==> config.mk <==
export PLATFORM = sky130hd
export DESIGN_NAME = mdu_div_ctrl
export DESIGN_NICKNAME = d
export VERILOG_FILES = /design/src/rtl/mdu_div_ctrl.sv
export SDC_FILE = /design/constraint.sdc
export NUM_CORES = 1
export LEC_CHECK = 0
export ABC_AREA = 1
export CORE_MARGIN = 10
export CORE_UTILIZATION = 42
export CTS_BUF_LIST = sky130_fd_sc_hd__clkbuf_4 sky130_fd_sc_hd__clkbuf_8
export DETAILED_ROUTE_END_ITERATION = 8
export PLACE_DENSITY = 0.81
export SYNTH_ARGS = -nofsm -noshare
export SYNTH_HDL_FRONTEND = slang
export SYNTH_SLANG_ARGS = --single-unit
==> constraint.sdc <==
create_clock -name clk -period 2.3 [get_ports clk]
set_clock_uncertainty 0.1 [all_clocks]
set_input_delay 0.46 -clock clk [delete_from_list [all_inputs] [get_ports clk]]
set_output_delay 0.46 -clock clk [all_outputs]
set_load 0.1 [all_outputs]
==> src/rtl/mdu_div_ctrl.sv <==
// Divide front/back end around the 32-cycle unsigned core: 34-cycle latency via the core, 1 for special cases or cache hits.
// Stalls EX while an op is pending; optional result cache enabled by DIV_RESULT_CACHE_EN.
module mdu_div_ctrl #(
  parameter int XLEN = 32
) (
  input  logic            clk,
  input  logic            rst_n,
  input  logic            flush,
  input  logic            ex_valid,
  input  logic [1:0]      ex_op,
  input  logic [XLEN-1:0] rs1,
  input  logic [XLEN-1:0] rs2,
  output logic            stallreq,
  output logic            result_valid,
  output logic [XLEN-1:0] result,
  output logic            div_in_valid,
  output logic [XLEN-1:0] div_a,
  output logic [XLEN-1:0] div_b,
  input  logic            div_busy,
  input  logic [XLEN-1:0] div_quotient,
  input  logic [XLEN-1:0] div_remainder
);

  typedef enum logic [1:0] {IDLE, WAIT, DONE} state_e;

  localparam logic [XLEN-1:0] INT_MIN = {1'b1, {(XLEN-1){1'b0}}};

  state_e          state_q;
  logic [XLEN-1:0] result_q, result_d;
  logic            sgn_q, rem_q, q_neg_q, r_neg_q;

  logic            op_signed, op_rem, div_by_zero, overflow, special;
  logic [XLEN-1:0] special_res, q_fix, r_fix, core_res;
  logic            cache_hit;
  logic [XLEN-1:0] hit_res;

  assign op_signed = ~ex_op[0];
  assign op_rem    = ex_op[1];

  assign div_a = (op_signed & rs1[XLEN-1]) ? -rs1 : rs1;
  assign div_b = (op_signed & rs2[XLEN-1]) ? -rs2 : rs2;

  assign div_by_zero = (rs2 == '0);
  assign overflow    = op_signed & (rs1 == INT_MIN) & (rs2 == '1);
  assign special     = div_by_zero | overflow;
  assign special_res = op_rem ? (div_by_zero ? rs1 : '0)
                              : (div_by_zero ? '1 : INT_MIN);

  assign q_fix    = (sgn_q & q_neg_q) ? -div_quotient  : div_quotient;
  assign r_fix    = (sgn_q & r_neg_q) ? -div_remainder : div_remainder;
  assign core_res = rem_q ? r_fix : q_fix;

`ifdef DIV_RESULT_CACHE_EN
  logic            cache_vld_q, cache_sgn_q;
  logic [XLEN-1:0] cache_rs1_q, cache_rs2_q, cache_quo_q, cache_rem_q;

  // EX operands are still held here because stallreq stays high through WAIT.
  always_ff @(posedge clk) begin
    if (!rst_n) begin
      cache_vld_q <= 1'b0;
      cache_sgn_q <= 1'b0;
      cache_rs1_q <= '0;
      cache_rs2_q <= '0;
      cache_quo_q <= '0;
      cache_rem_q <= '0;
    end else if (!flush && state_q == WAIT && !div_busy) begin
      cache_vld_q <= 1'b1;
      cache_sgn_q <= sgn_q;
      cache_rs1_q <= rs1;
      cache_rs2_q <= rs2;
      cache_quo_q <= q_fix;
      cache_rem_q <= r_fix;
    end
  end

  assign cache_hit = cache_vld_q & (rs1 == cache_rs1_q) & (rs2 == cache_rs2_q)
                   & (op_signed == cache_sgn_q);
  assign hit_res   = op_rem ? cache_rem_q : cache_quo_q;
`else
  assign cache_hit = 1'b0;
  assign hit_res   = '0;
`endif

  assign result_d = (state_q == IDLE) ? (special ? special_res : hit_res) : core_res;

  // Single-cycle start only from IDLE; a held level would reload a finished core.
  assign div_in_valid = (state_q == IDLE) & ex_valid & ~special & ~cache_hit
                      & ~div_busy & ~flush;
  assign stallreq     = ~flush & (((state_q == IDLE) & ex_valid) | (state_q == WAIT));
  assign result_valid = (state_q == DONE) & ~flush;
  assign result       = result_q;

  always_ff @(posedge clk) begin
    if (!rst_n) begin
      state_q  <= IDLE;
      result_q <= '0;
      sgn_q    <= 1'b0;
      rem_q    <= 1'b0;
      q_neg_q  <= 1'b0;
      r_neg_q  <= 1'b0;
    end else if (flush) begin
      state_q <= IDLE;
    end else begin
      case (state_q)
        IDLE: begin
          if (ex_valid) begin
            if (special || cache_hit) begin
              result_q <= result_d;
              state_q  <= DONE;
            end else if (!div_busy) begin
              sgn_q   <= op_signed;
              rem_q   <= op_rem;
              q_neg_q <= rs1[XLEN-1] ^ rs2[XLEN-1];
              r_neg_q <= rs1[XLEN-1];
              state_q <= WAIT;
            end
          end
        end
        WAIT: begin
          if (!div_busy) begin
            result_q <= result_d;
            state_q  <= DONE;
          end
        end
        DONE:    state_q <= IDLE;
        default: state_q <= IDLE;
      endcase
    end
  end

endmodule

==> results.toml, run 1 <==
[yosys]
synth_top_family_by_area = "simple AND/OR/NAND/NOR gates"
synth.avg_cell_area_sq_um = 5.22
seq_area_frac_synth_pct = 12.7
netlist_area_sq_um = 5970
synth-async-reset-ratio_pct = 0
yosysUniqueCellTypes = 40
synth-compound-area-share_pct = 12.6
ys_warn_count = 0
ys_ff_latch = 38
yosys.area_share.simple_pct = 51.8
syn-num-nets = 1284
netlist_instances = 1144
synth_xor_area_share_pct = 9.68
synth_ff_type = "dfxtp_1"
synth_fa_ha_area_share_pct = 1.05
synth_edf_count = 0
synthMuxAreaShare_pct = 0

[cts]
clock_path_buffers = 2
root_buffer = "clkbuf_8"
htreeDepth = 2
cts.sink_count = 38
postCtsHoldBufs = 0
cts_buffers = 5

[place]
dp_hpwl_mm = 29.0
placed_area_sq_um = 12200
pre_cts_ws_ns = -0.980
place.port_buffers = 233
gp_congestion = 1.08

[run_status]
lastStage = "global routing"
stop_error = "[ERROR DPL-0038] Utilization greater than 100%, impossible to legalize"
status = "aborted with a tool error"

[floorplan]
std_cell_rows = 43
pin_count = 234
die_w_microns = 139
die_h_microns = 139
start_util_pct = 43.0

[sta]
worstEndpointType = "top-level output"
grt-worst-endpoint = "div_b[27]"

[global_routing]
grt_max_degree = 32
-- kinds of logic after synthesis --
logic type	count (synthesis)
AO/OA/AOI/OAI	140
XOR/XNOR	66
AND/OR/NAND/NOR	717
adder cells (fa/ha/maj)	5
flip-flops	38
buffers and inverters	178
-- timing repair --
action,CTS
resized for setup,308
endpoints found under the setup margin,100
setup buffers,40
cloned,2
endpoints found under the hold margin,0
pin swaps,111
-- per-stage QoR --
| step | utilization (%) | instances |
|---|---|---|
| CTS | 95.8 | 1793 |
| detailed placement | 88.2 | 1748 |
| global placement | 88.2 | 1748 |
| floorplan | - | 1144 |
-- Yosys cell counts, types with 3 or more instances --
cell	number	area [sq um]
nor3_1	12	60.1
o21ai_1	6	30.0
ha_1	5	62.6
nand4_1	20	125
inv_1	134	503
buf_4	3	22.5
nand3_2	3	30.0
xnor2_1	20	175
o22ai_1	4	25.0
dfxtp_1	38	761
nand2_1	336	1260
nand3b_1	10	75.1
xor2_1	46	403
o31ai_1	8	60.1
nor2_2	11	68.8
inv_2	3	11.3
clkbuf_1	21	78.8
nor2_1	174	653
a21oi_1	51	255
o21a_1	3	22.5
nand3_1	131	656
nor4_1	5	31.3
o21ai_0	59	295
buf_2	9	45.0
a31oi_1	3	18.8
or2_2	5	31.3
buf_6	4	45.0
==> run 2: changes to the inputs <==
- CORE_UTILIZATION: 42 -> 40
- CTS_BUF_LIST: sky130_fd_sc_hd__clkbuf_4 sky130_fd_sc_hd__clkbuf_8 -> default
- PLACE_DENSITY: 0.81 -> default
- PLACE_DENSITY_LB_ADDON: default -> 0.15
- clock period: 2.3 -> 3 ns (I/O delays scaled with it)
==> results.toml, run 2 <==
[sta]
maxSlewViolCount = 0
final.setup.tns_ns = -2.27
tightest_slew_ns = 0.718
hold_viol_final = 0
rsz0062_at_grt = "yes"
relSlewSlack_pct = 51.9
fin_hold_ws_ns = 0.368
fin_ws_ns = -0.250
fmax_mhz = 308
finalCriticalPeriod_ns = 3.25
setup_viol = 25
min_period_over_period_pct = 108

[yosys]
seq_area_frac_synth_pct = 12.7
ys_top_cells_by_count = "336 x nand2_1, 174 x nor2_1, 134 x inv_1"
synth_top_area_share_pct = 21.1
yosysMostFrequentCell = "nand2_1"
syn-num-nets = 1284
synth_edf_count = 0
synth-async-reset-ratio_pct = 0
synth_ff_type = "dfxtp_1"
netlist_instances = 1144
ys_warn_count = 0
netlist_area_sq_um = 5970
ys_ff_latch = 38
synth.avg_cell_area_sq_um = 5.22
synth_area_leaders = "nand2_1 21%, dfxtp_1 13%, nand3_1 11%, nor2_1 11%, inv_1 8.4%"
yosys.area.top_type = "nand2_1"
yosysUniqueCellTypes = 40

[layout]
drive_above_1_share_pct = 31.2
area_delta_synth_final_pct = 96.7
largest_register_ffs = 32
final_common_cell = "nand2_1"
nets = 1671
postLayoutCoreUtil_pct = 80.5
final_cell_mix = "324 x nand2_1, 207 x buf_4, 151 x nor2_1"

[floorplan]
pin_count = 234
start_util_pct = 40.9
die-area_sq_um = 20200
die_h_microns = 142
std_cell_rows = 44
die_w_microns = 142
core_area_sq_um = 14600

[cts]
cts_tree = "yes"
cts.sink_count = 38
cts_buffers = 5
htreeDepth = 2
cts.clk_slew.worst_paths_ns = 0.06
clock_path_buffers = 2
clk_latency_ns = 0.28
root_buffer = "clkbuf_16"

[min_path]
hold_class = "register to register"

[flow_run]
drv_cap = 0

[place]
pre_cts_ws_ns = -0.401
place.port_buffers = 233
gp_congestion = 1.01
dp_hpwl_mm = 24.5

[worst_setup_path]
critical_path_arrival_ns = 2.55
path_depth = 11
cp-end-kind = "primary output"
reg2reg_from = "state_q[0]"
slowest_stage = "o31ai_4"
crit_type = "primary input to primary output"
critical_path_required_ns = 2.30
slowest_delay_ns = 0.37
path_common_cell = "nor2_4"
r2r_cells = 10
crit_start = "rs2[6]"
crit_family = "simple AND/OR/NAND/NOR gates"
crit_chain = "dlygate4sd2_1, nor2_1, nand2_1, nor2_4, nand2_2, nor2_4, nand3_4, o31ai_4, buf_6, xnor2_4, buf_12"
cp_num_buf_inv = 3
cp_max_fo = 4
crit_end = "div_b[30]"
cp-start-kind = "primary input"
rrSetupSlack_ns = 0.72
r2r-end = "result[7]"

[global_routing]
gr-usage-all-layers_pct = 29.5
antenna_found_initial = 2
grt_pass1_vias = 9098
grt_first_pass_wirelength_mm = 48.2
grt_overflow = 0
grt_max_degree = 32

[drt]
ant_nets = 0
wl_mm = 36.7
vias = 9983
vias_per_cell = 5.81
drtPass1Iterations = 7
drt_iter0_markers = 950
wl_per_cell_microns = 21.4
drc = 0

[power_and_ir_drop]
vdd_drop_max_v = 0.000261
p_leak_nw = 5.48
p_per_area_nw_per_um2 = 289

[run_status]
failed_checks = "negative setup slack"
status = "finished with violations"
==> run 2: cell counts after synthesis <==
No cell type changed its count.
==> run 2: cell families (layout without fill, tap and decap cells) <==
family	Yosys count	count (layout)	share of synthesized area (%)
simple gates	717	717	51.8
buf+inv	178	566	12.1
compound gates	140	140	12.6
xor+xnor	66	66	9.68
flops	38	38	12.7
fa+ha+maj	5	5	1.05
other cells	0	1	0
==> run 2: metal layers <==
metal / global-route usage (%) / routed length, microns / vias to the layer above
met5: 0 / 11 / -
met4: 12.0 / 2710 / 2
met3: 8.81 / 4370 / 249
met2: 50.1 / 17100 / 759
met1: 33.9 / 12500 / 4568
li1: - / - / 4405
==> run 2: report_power, final <==
group          internal (mW)  switching [mW]
registers              0.514         0.00645
clock network          0.392           0.228
logic                  0.824            1.42
==> run 2: layout make-up <==
class / count / area [sq um]
multi-input cells: 928 / 5670
repair buffers: 418 / 4360
fillers: 922 / 2850
flip-flops and latches: 38 / 761
inverters: 140 / 548
well taps: 184 / 230
clock buffers: 5 / 125
clock inverters: 3 / 45.0
diodes: 1 / 2.50
==> run 2: worst reg2reg max path, delay by kind of cell, from the launching register on <==
kind | cells | cell delay (ns)
AO/OA/AOI/OAI | 1 | 0.08
flip-flops | 1 | 0.36
AND/OR/NAND/NOR | 4 | 0.79
buffers and inverters | 5 | 0.83
==> run 2: worst min path at each step <==
stage	slack, ns	startpoint	cells after the start	end
detailed placement	0.36	result[3]	2	result[3]
global route	0.39	result[1]	2	result[1]
CTS	0.37	r_neg_q	2	r_neg_q
floorplan	0.35	q_neg_q	2	q_neg_q
finish	0.37	result[9]	2	result[9]
global placement	0.35	q_neg_q	2	q_neg_q
==> run 2: through the flow <==
step | std cells | power (mW) | instance area, sq um
3_5_place_dp | 1669 | 2.63 | 10800
3_3_place_gp | 1669 | 2.61 | 10800
4_1_cts | 1705 | 3.27 | 11300
6_report | 1717 | 3.39 | 11700
2_1_floorplan | 1144 | 1.69 | 6690
5_1_grt | 1717 | 3.47 | 11700
==> run 2: repair_timing <==
action / CTS / global route
setup buffers: 28 / 11
gates resized for setup: 129 / 103
pin swaps: 48 / 42
setup endpoints to repair: 49 / 62
hold buffers: 0 / 0
(Power assumes the default switching activity.)
==> run 3: changes to the inputs <==
- clock period: 3 -> 3.5 ns (I/O delays scaled with it)
==> results.toml, run 3 (synthesized netlist as in run 2, its figures left out) <==
[layout]
n_fill_cell = 1306
drive_above_1_share_pct = 21.1
area_delta_synth_final_pct = 71.7
final_common_cell = "nand2_1"
largest_register_ffs = 32
final_cell_mix = "332 x nand2_1, 171 x nor2_1, 127 x inv_1"
postLayoutCoreUtil_pct = 70.2
nets = 1564

[worst_setup_path]
crit_family = "buffers and inverters"
slowest_stage = "clkdlybuf4s50_1"
cp-start-kind = "primary input"
slowest_delay_ns = 0.45
cp-end-kind = "primary output"
critical_path_required_ns = 2.70
crit_chain = "clkdlybuf4s50_1, buf_4, inv_1, nand4_1, nor2_2, nand2_4, o21ai_4, nand2_2, xor2_2, buf_12"
cp_num_buf_inv = 4
critical_path_arrival_ns = 2.63
reg2reg_from = "state_q[0]"
crit_start = "rs1[5]"
cp_max_fo = 4
crit_type = "primary input to primary output"

[min_path]
hold_class = "register to register"
hp-start = "result[1]"

[floorplan]
core_area_sq_um = 14600
std_cell_rows = 44
pin_count = 234
die_h_microns = 142
start_util_pct = 40.9
die_w_microns = 142
die-area_sq_um = 20200

[cts]
clock_path_buffers = 2
htreeDepth = 2
cts_tree = "yes"
root_buffer = "clkbuf_16"
postCtsHoldBufs = 0
cts.sink_count = 38
clk_latency_ns = 0.29
cts_buffers = 5
cts.clk_slew.worst_paths_ns = 0.06

[sta]
fin_hold_ws_ns = 0.370
final.setup.tns_ns = 0
min_period_over_period_pct = 97.9
finalCriticalPeriod_ns = 3.43
hold_viol_final = 0
maxSlewViolCount = 0
tightest_slew_ns = 0.789
relSlewSlack_pct = 47.3
fmax_mhz = 292
setup_viol = 0
rsz0062_at_grt = "yes"

[global_routing]
gr-usage-all-layers_pct = 26.7
antenna_found_initial = 3
grt_max_degree = 32
grt_overflow = 0
grt_first_pass_wirelength_mm = 43.5
grt_pass1_vias = 8042

[drt]
wl_per_cell_microns = 17.6
vias_per_cell = 5.24
drtPass1Iterations = 7
vias = 8451
drc = 0
ant_nets = 0
wl_mm = 28.3
drt_iter0_markers = 577

[flow_run]
drv_cap = 0

[place]
dp_hpwl_mm = 23.6
place.port_buffers = 233
gp_congestion = 0.959

[power_and_ir_drop]
p_leak_nw = 4.74
p_per_area_nw_per_um2 = 270
vdd_drop_max_v = 0.000241

[run_status]
status = "completed"
-- run 3: cell types whose count changed in the layout (fill, tap and decap cells not counted), moves of 11 or more --
| cell | delta |
|---|---|
| buf_4 | -93 |
| clkdlybuf4s50_1 | +46 |
| dlygate4sd2_1 | -26 |
| xor2_4 | -21 |
| nor2_1 | +20 |
| xor2_2 | +18 |
| nor2_4 | -16 |
| buf_6 | -13 |
| inv_1 | +11 |
-- run 3: worst paths after layout --
kind,to,slack [ns],cells past startpoint
max,div_a[25],0.07,10
min,result[1],0.37,2
max reg2reg,result[12],1.19,7
min reg2reg,result[1],0.37,2
-- run 3: layer usage --
layer | share of wire [%] | routed length [microns] | GRT usage [%] | up-vias
met1 | 39 | 11200 | 32.5 | 3860
li1 | - | - | - | 4188
met4 | 2.3 | 646 | 6.94 | 2
met5 | 0.025 | 7 | 0 | -
met2 | 48 | 13500 | 44.7 | 363
met3 | 11 | 3010 | 8.18 | 38
-- run 3: area by class of cell --
cell class / count / area, sq um / share of cell area [%]
multi-input combinational: 928 / 5050 / 49.2
antenna: 3 / 7.51 / 0.0733
timing repair buffer: 311 / 3480 / 34.0
clock buffer: 5 / 125 / 1.22
clock inverter: 3 / 68.8 / 0.671
inverter: 140 / 527 / 5.14
tap: 184 / 230 / 2.25
sequential: 38 / 761 / 7.42
-- run 3: metrics by stage --
stage	total power, mW	area (sq um)	worst slack [ns]	cells
3_5_place_dp	2.15	9870	-0.0962	1598
5_1_grt	2.86	10200	-0.0280	1610
6_report	2.76	10200	0.0738	1612
2_1_floorplan	1.41	6400	-0.0284	1144
3_3_place_gp	2.14	9870	-0.0568	1598
4_1_cts	2.75	10100	-0.0193	1607
-- run 3: power by group --
part           internal (mW)  total (mW)  switching (mW)
sequential             0.441       0.446         0.00521
combinational          0.620        1.71            1.09
clock                  0.410       0.608           0.198
-- run 3: what timing repair did --
action / CTS / global route
pin swaps: 3 / 17
gates resized for setup: 8 / 40
endpoints found under the hold margin: 0 / 0
setup buffers: 1 / 2
setup endpoints to repair: 11 / 34
-- run 3: worst min-delay path: stages (launching register included) --
cell,delay [ns]
dfxtp_1,0.31
nand2_1,0.06
a21oi_1,0.05
==> run 4: changes to the inputs <==
- CORE_UTILIZATION: 40 -> 45
==> results.toml, run 4 (synthesized netlist as in run 2, its figures left out) <==
[run_status]
status = "finished with violations"
failed_checks = "negative setup slack"

[cts]
cts.clk_slew.worst_paths_ns = 0.06
cts_buffers = 5
clock_path_buffers = 2
htreeDepth = 2
postCtsHoldBufs = 0
cts.sink_count = 38
root_buffer = "clkbuf_16"
clk_latency_ns = 0.28
cts_tree = "yes"

[layout]
fin_area_sq_um = 10300
final_cell_mix = "331 x nand2_1, 168 x nor2_1, 127 x inv_1"
drive_above_1_share_pct = 21.9
largest_register_ffs = 32
fin_cells = 1604
final_common_cell = "nand2_1"
nets = 1566
area_delta_synth_final_pct = 73.0

[drt]
vias_per_cell = 5.47
wl_per_cell_microns = 18.0
vias = 8774
drt_iter0_markers = 828
wl_mm = 28.9
drc = 0
ant_nets = 0
drtPass1Iterations = 5

[worst_setup_path]
cp-start-kind = "primary input"
critical_path_arrival_ns = 2.74
cp_max_fo = 4
critical_path_required_ns = 2.70
crit_type = "primary input to primary output"
crit_start = "rs1[4]"
cp-end-kind = "primary output"
reg2reg_from = "sgn_q"

[global_routing]
grt_first_pass_wirelength_mm = 43.0
grt_pass1_vias = 8412
gr-usage-all-layers_pct = 29.1
grt_overflow = 0
grt_max_degree = 32
antenna_found_initial = 1

[sta]
rsz0062_at_grt = "yes"
relSlewSlack_pct = 50.1
maxSlewViolCount = 0
finalCriticalPeriod_ns = 3.54
tightest_slew_ns = 0.748
final.setup.tns_ns = -0.0576
fmax_mhz = 283
fin_ws_ns = -0.0388
min_period_over_period_pct = 101
setup_viol = 3
hold_viol_final = 0

[power_and_ir_drop]
vdd_drop_max_v = 0.000241
p_seq_share_pct = 16.0
swShare_pct = 46.5
switchingPower_mw = 1.30
comb_power_share_pct = 62.1
p_per_area_nw_per_um2 = 270
power_frac_clock_pct = 21.9
p_leak_nw = 4.77
internal_power_mw = 1.49

[floorplan]
die_w_microns = 135
die-area_sq_um = 18300
pin_count = 234
std_cell_rows = 42
start_util_pct = 45.4
core_area_sq_um = 13100
die_h_microns = 135

[place]
dp_hpwl_mm = 22.8
gp_congestion = 0.962
place.port_buffers = 233
placed_area_sq_um = 9850
place_inst = 1588

[min_path]
hold_class = "register to register"
hp-start = "result[3]"

[flow_run]
drv_cap = 0
[run 4: per-layer routing]
metal	global-route usage, %	part of all wire (%)	up-vias	wire length [microns]
li1	-	-	4195	-
met3	9.94	12	102	3360
met1	33.6	37	3952	10600
met2	47.5	47	525	13400
met5	0	0	-	0
met4	13.7	5.2	0	1500
[run 4: power by group through the flow]
stage | registers (mW) | clock network (mW) | logic, mW
floorplan | 0.498 | 0 | 0.914
global placement | 0.455 | 0 | 1.68
detailed placement | 0.456 | 0 | 1.69
CTS | 0.446 | 0.613 | 1.70
global route | 0.447 | 0.636 | 1.80
finish | 0.446 | 0.612 | 1.73
[run 4: final timing paths]
check                                   to  slack, ns  cells after the start
worst max-delay path             div_a[15]      -0.04                     10
worst min-delay path             result[3]       0.37                      2
worst max register to register  result[21]       1.03                      9
worst min register to register   result[3]       0.37                      2
[run 4: stage by stage]
stage | utilization, % | power (mW) | hold WS (ns) | setup WS [ns]
finish | 78.6 | 2.79 | 0.373 | -0.0388
global route | 78.6 | 2.88 | 0.392 | -0.148
CTS | 76.9 | 2.76 | 0.370 | -0.00110
detailed placement | 75.0 | 2.14 | 0.359 | -0.128
global placement | 75.0 | 2.13 | 0.356 | -0.0555
floorplan | - | 1.41 | 0.346 | -0.0284
[run 4: cell type report]
type / instances / area [sq um]
multi-input cells: 928 / 5120
repair buffers: 313 / 3500
fillers: 999 / 2810
flip-flops and latches: 38 / 761
inverters: 140 / 527
well taps: 176 / 220
clock buffers: 6 / 139
clock inverters: 2 / 60.1
diodes: 1 / 2.50
[run 4: worst max-delay path: stages]
cell and delay [ns]:
clkdlybuf4s50_1 0.55, nor3_4 0.24, nand4_1 0.19, nor2_2 0.22
buf_4 0.14, buf_4 0.09, buf_4 0.10, a21oi_2 0.06
xor2_2 0.24, buf_12 0.21
[run 4: repair_timing]
item,in CTS,in global routing
resized for setup,16,50
endpoints found under the setup margin,11,31
pin swaps,9,15
setup buffers,2,5
